### src/rtl/addsub_pkg.sv
// Shared types and constants for the 4-bit add/subtract accumulator.
package addsub_pkg;

   localparam int DW = 4;

   localparam logic OP_ADD = 1'b0;
   localparam logic OP_SUB = 1'b1;

   typedef enum logic [1:0] {
      ST_IDLE = 2'd0,
      ST_CALC = 2'd1,
      ST_HOLD = 2'd2
   } state_t;

endpackage

### src/rtl/adder_4bit.sv
// Plain ripple-style adder with carry in and carry out.
module adder_4bit
   import addsub_pkg::*;
(
   input  logic [DW-1:0] a,
   input  logic [DW-1:0] b,
   input  logic          cin,
   output logic [DW-1:0] sum,
   output logic          cout
);

   assign {cout, sum} = {1'b0, a} + {1'b0, b} + {{DW{1'b0}}, cin};

endmodule

### src/rtl/addsub_acc_4bit.sv
// Accumulator that adds or subtracts a 4-bit operand per handshake, reporting
// carry, signed overflow and zero, plus a count of accepted requests.
module addsub_acc_4bit
   import addsub_pkg::*;
#(
   parameter int CNT_W = 8
) (
   input  logic             clk,
   input  logic             rst,
   input  logic             in_valid,
   output logic             in_ready,
   input  logic             in_op,
   input  logic             in_clr,
   input  logic [DW-1:0]    in_b,
   output logic             out_valid,
   input  logic             out_ready,
   output logic [DW-1:0]    out_acc,
   output logic             out_cout,
   output logic             out_ovf,
   output logic             out_zero,
   output logic [CNT_W-1:0] out_count
);

   state_t        state;
   logic          op_q;
   logic          clr_q;
   logic [DW-1:0] b_q;
   logic [DW-1:0] acc;
   logic [DW-1:0] a_op;
   logic [DW-1:0] b_eff;
   logic [DW-1:0] sum;
   logic          cout;
   logic          ovf;

   // Subtraction is a + ~b + 1, so the op bit doubles as the carry in.
   assign a_op  = clr_q ? '0 : acc;
   assign b_eff = (op_q == OP_SUB) ? ~b_q : b_q;
   assign ovf   = (a_op[DW-1] == b_eff[DW-1]) && (sum[DW-1] != a_op[DW-1]);

   adder_4bit u_adder (
      .a    (a_op),
      .b    (b_eff),
      .cin  (op_q == OP_SUB),
      .sum  (sum),
      .cout (cout)
   );

   // NOTE: all state updates use <= so every register samples pre-edge values.
   always_ff @(posedge clk) begin
      if (rst) begin
         state     <= ST_IDLE;
         op_q      <= OP_ADD;
         clr_q     <= 1'b0;
         b_q       <= '0;
         acc       <= '0;
         out_cout  <= 1'b0;
         out_ovf   <= 1'b0;
         out_count <= '0;
      end else begin
         case (state)
            ST_IDLE: begin
               if (in_valid) begin
                  op_q      <= in_op;
                  clr_q     <= in_clr;
                  b_q       <= in_b;
                  out_count <= out_count + CNT_W'(1);
                  state     <= ST_CALC;
               end
            end
            ST_CALC: begin
               acc      <= sum;
               out_cout <= cout;
               out_ovf  <= ovf;
               state    <= ST_HOLD;
            end
            ST_HOLD: begin
               if (out_ready) state <= ST_IDLE;
            end
            default: state <= ST_IDLE;
         endcase
      end
   end

   assign in_ready  = (state == ST_IDLE);
   assign out_valid = (state == ST_HOLD);
   assign out_acc   = acc;
   assign out_zero  = (acc == '0);

endmodule

### config.mk
export PLATFORM = sky130hd
export DESIGN_NAME = addsub_acc_4bit
export DESIGN_NICKNAME = d
export VERILOG_FILES = /design/src/rtl/addsub_pkg.sv /design/src/rtl/adder_4bit.sv /design/src/rtl/addsub_acc_4bit.sv
export SDC_FILE = /design/constraint.sdc
export NUM_CORES = 1
export LEC_CHECK = 0
export ABC_AREA = 1
export CELL_PAD_IN_SITES_DETAIL_PLACEMENT = 1
export CELL_PAD_IN_SITES_GLOBAL_PLACEMENT = 1
export CORE_UTILIZATION = 39
export CTS_BUF_LIST = sky130_fd_sc_hd__clkbuf_8
export CTS_CLUSTER_DIAMETER = 30
export DETAILED_ROUTE_END_ITERATION = 16
export DONT_BUFFER_PORTS = 1
export GPL_ROUTABILITY_DRIVEN = 0
export PLACE_DENSITY = 0.73
export REMOVE_ABC_BUFFERS = 1
export SLEW_MARGIN = 20
export SYNTH_ARGS = -nofsm -noshare
export SYNTH_HDL_FRONTEND = slang
export SYNTH_SLANG_ARGS = --single-unit
### constraint.sdc
create_clock -name clk -period 3.6 [get_ports clk]
set_clock_uncertainty 0.05 [all_clocks]
set_input_delay 0.9 -clock clk [delete_from_list [all_inputs] [get_ports clk]]
set_output_delay 0.9 -clock clk [all_outputs]
set_load 0.05 [all_outputs]
[After elaboration in Yosys (flattened, before gate mapping)]
Index checks and enable logic that the tools add are counted.
Storage, ports and cells
  word-level logic and storage cells: 28
  bits of input ports: 10
  ROM bits: 0
  register bits after elaboration: 22
  output and inout port bits: 17
  memories kept: 0
  latch bits: 0
  memory bits (writable): 0
Cells by class
  $add $sub $neg: 3
  eq/ne operators: 6
  $mul: 0
  mux-type cells: 5
  magnitude comparators: 0
  shift operators: 0
  reductions and logical operators: 5
  bitwise gates (word level): 1
  div/mod/pow operators: 0
Operators by type and width (count)
  adder 8 x 1 -> 8 bit, second input constant: 1
  2-to-1 mux 4 bit: 2
  case mux 2 bit (3 select lines): 1
  adder 4 x 4 -> 5 bit: 1
  adder 5 x 1 -> 5 bit: 1
  zero test 4 bit: 1
  2-to-1 mux 2 bit: 2
  NOT 4 bit: 1
  AND reduction 2 bit: 2
  equality test 2 x 1 -> 1 bit, second input constant: 1
  equality test 2 bit, second input constant: 1
  zero test 2 bit: 1
  inequality test 2 x 1 -> 1 bit, second input constant: 1
  inequality test 2 bit, second input constant: 1
  equality test 1 bit: 1
  logical AND 1 bit: 1
  inequality test 1 bit: 1

[Longest topological paths before layout]
Gate-level depths: netlist (run 1).
  word-level depth: 6
  gate-level depth with buffers: 10
  gate-level depth less buffers: 10

[Cells and area by module]
From an unflattened synthesis (run 1), not the netlist that was laid out.
Second synthesis, totals
  cell total of the unflattened synthesis: 158
  area, all modules: 1146.1 um2
By module, submodules not included
  addsub_acc_4bit: cells each 133, sequential area each 440.4 um2, area each 980.9 um2, instances 1
  adder_4bit: cells each 25, sequential area each 0.0 um2, area each 165.2 um2, instances 1

[Worst setup path after synthesis (run 1)]
No wires, ideal clock.
  path type: reg2out
  from: reg acc[0], in the netlist out_acc[0]
  to: out out_zero
  cell stages (with the launch flop): 2
  path slack: 0.554 ns
  arrival: 2.096 ns
  path buffers: 0
  data required time: 2.650 ns
  cell sequence: dfxtp_1 -> nor4_1
Between the ends
  word-level cells in the longest chain between the ends: 1
Ends and longest elaborated chain
  from (decl): line addsub_acc_4bit.sv:28  | logic [DW-1:0] acc;
  from (signal assigned): line addsub_acc_4bit.sv:71  | acc <= sum;
  zero test 4 bit: line addsub_acc_4bit.sv:87  | assign out_zero = (acc == '0);
  to (decl): line addsub_acc_4bit.sv:20  | output logic out_zero,
Every way passes these cells.

[Worst setup path in the final report (run 1)]
  from: reg state[1]
  to: out out_valid
Between the ends
  word-level cells in the longest chain between the ends: 1
Ends and longest elaborated chain
  from (decl): line addsub_acc_4bit.sv:24  | state_t state;
  from (signal assigned): line addsub_acc_4bit.sv:51  | state <= ST_IDLE;
  from (signal assigned): line addsub_acc_4bit.sv:67  | state <= ST_CALC;
  from (signal assigned): line addsub_acc_4bit.sv:74  | state <= ST_HOLD;
  equality test 2 bit: line addsub_acc_4bit.sv:85  | assign out_valid = (state == ST_HOLD);
  to (decl): line addsub_acc_4bit.sv:15  | output logic out_valid,
Every way passes these cells.

==> results of run 1 <==
## final cells by class
cell class | count | area [sq um]
timing repair buffer | 1 | 7.507
clock buffer | 3 | 41.29
tap | 31 | 38.79
multi-input combinational | 109 | 605.6
sequential | 22 | 440.4
inverter | 19 | 76.32
fill | 363 | 1548
## path summary, 6_finish.rpt
| check | endpoint | from | depth (start not counted) |
|---|---|---|---|
| setup / recovery | out_valid | state[1] | 2 |
| hold / removal | b_q[1] | b_q[1] | 2 |
| setup reg to reg | out_ovf | out_acc[2] | 8 |
| hold reg to reg | b_q[1] | b_q[1] | 2 |
## where the power goes
part	internal (W)	switching, W	leakage, nW	total, W
Clock	0.0000745	0.0000756	0.0216	0.000150
Combinational	0.0000336	0.0000678	0.317	0.000101
Sequential	0.000258	0.0000397	0.180	0.000298
Total	0.000366	0.000183	0.519	0.000549
## through the flow
stage               std cells  cell area (sq um)
floorplan                 150               1116
global placement          182               1169
detailed placement        182               1169
CTS                       185               1210
global route              185               1210
finish                    185               1210
## per-layer routing
| layer | part of all wire, % | routed length (um) | up-vias |
|---|---|---|---|
| met1 | 44 | 1064 | 456 |
| met3 | 3.4 | 82 | 2 |
| met4 | 0.70 | 17 | 0 |
| met2 | 52 | 1258 | 15 |
| li1 | - | - | 492 |
| met5 | 0 | 0 | - |
## critical path, stage by stage, from the launching register on
cell and delay [ns]:
dfxtp_1 0.44, inv_1 0.06, nor2_1 0.70
## sequential cells by signal, summed over array words and instances, names as in the netlist
register   cells
b_q            4
clr_q          1
op_q           1
out_acc        4
out_count      8
out_cout       1
out_ovf        1
state          2
## cell usage in the layout, fill, tap and decap left out, drive strengths merged
master / netlist / layout
nor3: 5 / 5
nand3: 5 / 5
or2: 1 / 1
o21ai: 13 / 13
nand2: 30 / 30
nor4: 2 / 2
a21oi: 16 / 16
ha: 4 / 4
xor2: 3 / 3
inv: 19 / 19
clkbuf: 1 / 3
nand3b: 1 / 1
dfxtp: 22 / 22
fa: 1 / 1
xnor2: 2 / 2
buf: 3 / 1
nor2: 26 / 26
## cell families after synthesis
group	after synthesis
xor gates and xnor gates	5
buffers and inverters	23
AOI/OAI and AO/OA	29
and+or+nand+nor	70
DFF	22
adders and majority gates	5
==> qor.yml, run 1 <==
io-pin-count: 27
htree_num_levels: 1
grt_antenna_before_repair: 0
grt_pass1_wl_um: 4236
min_path_type: "reg -> reg"
worstSetupPathType: "reg -> out"
yosysSeqAreaShare_pct: 38.68
status: "finished, final reports clean"
grt_use_total_pct: 17.23
slew_headroom_pct: 38.35
clk_path_buf_depth: 2
end_kind: "output port"
clock_latency_ns: 0.25
num_vias: 965
cts_resized: 0
drtPass1Iterations: 3
utilization_pct: 43.87
max_cap_viol_count: 0
p_total_w: 0.0005490
fp.dieW_um: 56.03
grt_max_degree: 18
worstPathRequired_ns: 2.65
yosys.area.top_type: "dfxtp_1"
setup_slack_ns: 1.201
r2r_slack_ns: 1.62
ys_warn_count: 0
post_synth_fa_ha_maj_area_fraction_pct: 6.154
synth_simple_gate_area_share_pct: 29.89
start_kind: "flop"
vdd.ir_drop.worst_mv: 0.2160
area_growth_pct: 6.264
worst_pin_slew_ns: 0.9214
cp_max_fo: 3
whs_ns: 0.4521
avgSynthCellArea_sq_um: 7.393
rsz0062_at_grt: "false"
core_area_sq_mm: 0.002758
dpl_worst_slack_ns: 1.461
synth_flop_cell: "dfxtp_1"
grt.busiest_layer: "met2"
drive_above_1_share_pct: 9.091
met1_usage_pct: 18.75
yosys-top-cells-area: "dfxtp_1 (39%), nand2_1 (9.6%), nor2_1 (7.6%), a21oi_1 (7.0%), inv_1 (5.9%)"
die_h_um: 56.03
p_per_area_mw_per_mm2: 453.8
holdBufCountCts: 0
period_needed_ns: 2.399
cts.sinks: 22
portBuffers: 0
clk_root_buffer_cell: "clkbuf_8"
cp.arrival_ns: 1.45
synth_compound_area_share_pct: 12.75
n_antenna_cell: 0
synth_edf_count: 0
overflow: 0
ys_ff_latch: 22
drcViolationCount: 0
synth.most_common_cell: "nand2_1"
synth_common_cells: "nand2_1 (29), nor2_1 (23), dfxtp_1 (22)"
post_drt_wl_per_cell_um: 13.09
grt_pass1_vias: 1008
cts_made_buffers: 3
synth_top_family_by_area: "simple AND/OR/NAND/NOR gates"
synth_area_sq_mm: 0.001139
met2_usage_pct: 32.48
fin_tns_setup_ns: 0
fmax_ghz: 0.4168
layout.nets: 171
dp_hpwl_um: 1943
setup_viol: 0
cts_setup_buffers: 0
power_leakage_nw: 0.5191
detailedRoute.firstIterationViolations: 19
met3_usage_pct: 3.488
dieArea_sq_mm: 0.003139
cts_tree: "yes"
synth_xor_area_share_pct: 3.846
period_share_pct: 66.65
clk_pin_slew_ns: 0.08
synth_top_area_share_pct: 38.68
ys_types: 26
detail_route.vias_per_cell: 5.216
ant_nets: 0
slew_viol_final: 0
ys_async_sr_fraction_pct: 0
synthCells: 154
wl_um: 2421
synth_mux_area_share_pct: 0
fp-row-count: 19
start_util_pct: 41.29
hold_viol: 0
Power figures use the tool's default switching activity.
==> run 2: changes to the inputs <==
Settings changed: PLACE_DENSITY 0.73 to 0.76.
Clock period 3.6 ns to 2.2 ns, I/O delays scaled along.
==> run 2 against run 1 <==
- cell count increased by 5.4%
- critical path depth rose by 1
- clock power grew to 2.5 times the previous value
- non-clock buffer count rose by 9
- final area is 8.1% higher
- die area is the same
- sequential power increased by 50%
- via count is 4.0% higher
- wire length up 6.8%
- first-iteration DRC count is 47% higher
- register-to-register slack got worse by 1.1 ns
- hold slack worse by 0.17 ns
==> qor.yml, run 2 (synthesized netlist as in run 1, its figures left out) <==
drive_above_1_share_pct: 14.63  # was 9.091%
hold_viol: 0  # unchanged
power_leakage_nw: 0.5812  # was 0.5191 nW
holdBufCountCts: 0  # unchanged
die_h_um: 56.03  # unchanged
layout.area.seq_sq_um: 440.4  # unchanged
detail_route.vias_per_cell: 5.149  # was 5.216
drcViolationCount: 0  # unchanged
largest_reg_flops: 8  # unchanged
cp_max_fo: 3  # unchanged
p_total_w: 0.001052  # was 0.0005490 W
start_kind: "flop"  # unchanged
grt_pass1_wl_um: 4347  # was 4236 um
dpl_worst_slack_ns: 0.5131  # was 1.461 ns
design_area_sq_mm: 0.001308  # was 0.001210 sq mm
max_cap_viol_count: 0  # unchanged
dp_cells: 191  # was 182
final_common_cell: "nand2_1"  # unchanged
start_util_pct: 41.29  # unchanged
cts_resized: 0  # unchanged
area_growth_pct: 14.83  # was 6.264%
io-pin-count: 27  # unchanged
clk_path_buf_depth: 2  # unchanged
grt_pass1_vias: 1038  # was 1008
cts.sinks: 22  # unchanged
n_antenna_cell: 0  # unchanged
htree_num_levels: 1  # unchanged
nFillCells: 356  # was 363
top_register: "out_count"  # unchanged
clk_pin_slew_ns: 0.09  # was 0.08 ns
cp.arrival_ns: 1.20  # was 1.45 ns
fp.dieW_um: 56.03  # unchanged
detailedRoute.firstIterationViolations: 28  # was 19
wl_um: 2585  # was 2421 um
post_drt_wl_per_cell_um: 13.26  # was 13.09 um
grt_antenna_before_repair: 0  # unchanged
multiInputGateArea_sq_um: 605.6  # unchanged
rsz0062_at_grt: "false"  # unchanged
p_per_area_mw_per_mm2: 804.6  # was 453.8 mW/mm^2
period_needed_ns: 1.798
ant_nets: 0  # unchanged
cts_made_buffers: 3  # unchanged
status: "finished, final reports clean"  # unchanged
clock_latency_ns: 0.27  # was 0.25 ns
slew_viol_final: 0  # unchanged
grt_use_total_pct: 17.39  # was 17.23%
setup_slack_ns: 0.4016  # was 1.201 ns
min_path_type: "in -> reg"  # was reg -> reg
fin_cells: 195  # was 185
clk_root_buffer_cell: "clkbuf_8"  # unchanged
worst_pin_slew_ns: 0.6183  # was 0.9214 ns
end_kind: "output port"  # unchanged
num_vias: 1004  # was 965
layout_common_cells: "nand2_1 (29), nor2_1 (23), dfxtp_1 (22)"  # unchanged
slew_headroom_pct: 58.72  # was 38.35%
grt_max_degree: 18  # unchanged
utilization_pct: 47.41  # was 43.87%
drtPass1Iterations: 4  # was 3
period_share_pct: 81.74
dpl_cell_area_sq_mm: 0.001236  # was 0.001169 sq mm
worstSetupPathType: "reg -> out"  # unchanged
worstPathRequired_ns: 1.60  # was 2.65 ns
portBuffers: 0  # unchanged
core_area_sq_mm: 0.002758  # unchanged
cts_setup_buffers: 0  # unchanged
setup_viol: 0  # unchanged
overflow: 0  # unchanged
vdd.ir_drop.worst_mv: 0.4489  # was 0.2160 mV
layout.nets: 180  # was 171
fmax_ghz: 0.5561
fp-row-count: 19  # unchanged
cts_tree: "yes"  # unchanged
dp_hpwl_um: 2020  # was 1943 um
dieArea_sq_mm: 0.003139  # unchanged
## run 2: final timing paths
path | cells after the start | end | slack [ns] | startpoint
max | 3 | out_zero | 0.40 | out_acc[3]
min | 1 | out_ovf | 0.29 | rst
max reg2reg | 9 | out_ovf | 0.53 | op_q
min reg2reg | 2 | b_q[0] | 0.46 | b_q[0]
## run 2: worst max-delay path, stage by stage, from the launching register on
cell     delay (ns)
dfxtp_1        0.34
buf_4          0.20
nor4_2         0.15
buf_4          0.24
## run 2: where the power goes
| part | total [W] | internal [W] | leakage, nW | switching (W) |
|---|---|---|---|---|
| clock network | 0.000379 | 0.000243 | 0.0357 | 0.000136 |
| registers | 0.000448 | 0.000422 | 0.180 | 0.0000262 |
| logic | 0.000224 | 0.0000685 | 0.365 | 0.000156 |
## run 2: per-layer routing
layer	global-route usage (%)	share of wire [%]
met4	5.226	0.93
met3	3.953	3.6
met2	32.99	51
met1	18.95	44
met5	0	0
## run 2: final cells by class
class                   count  share of cell area (%)
inverters                  19                   5.837
flip-flops and latches     22                   33.68
repair buffers             10                   5.742
clock buffers               3                   3.158
multi-input cells         109                   46.32
clock inverters             1                   2.297
well taps                  31                   2.967
## run 2: metrics by stage
stage | hold WS (ns) | TNS, ns
after floorplan | 0.4138 | -0.4956
after global placement | 0.4401 | 0
after detailed placement | 0.4482 | 0
after CTS | 0.2832 | 0
after global routing | 0.2725 | 0
final | 0.2853 | 0
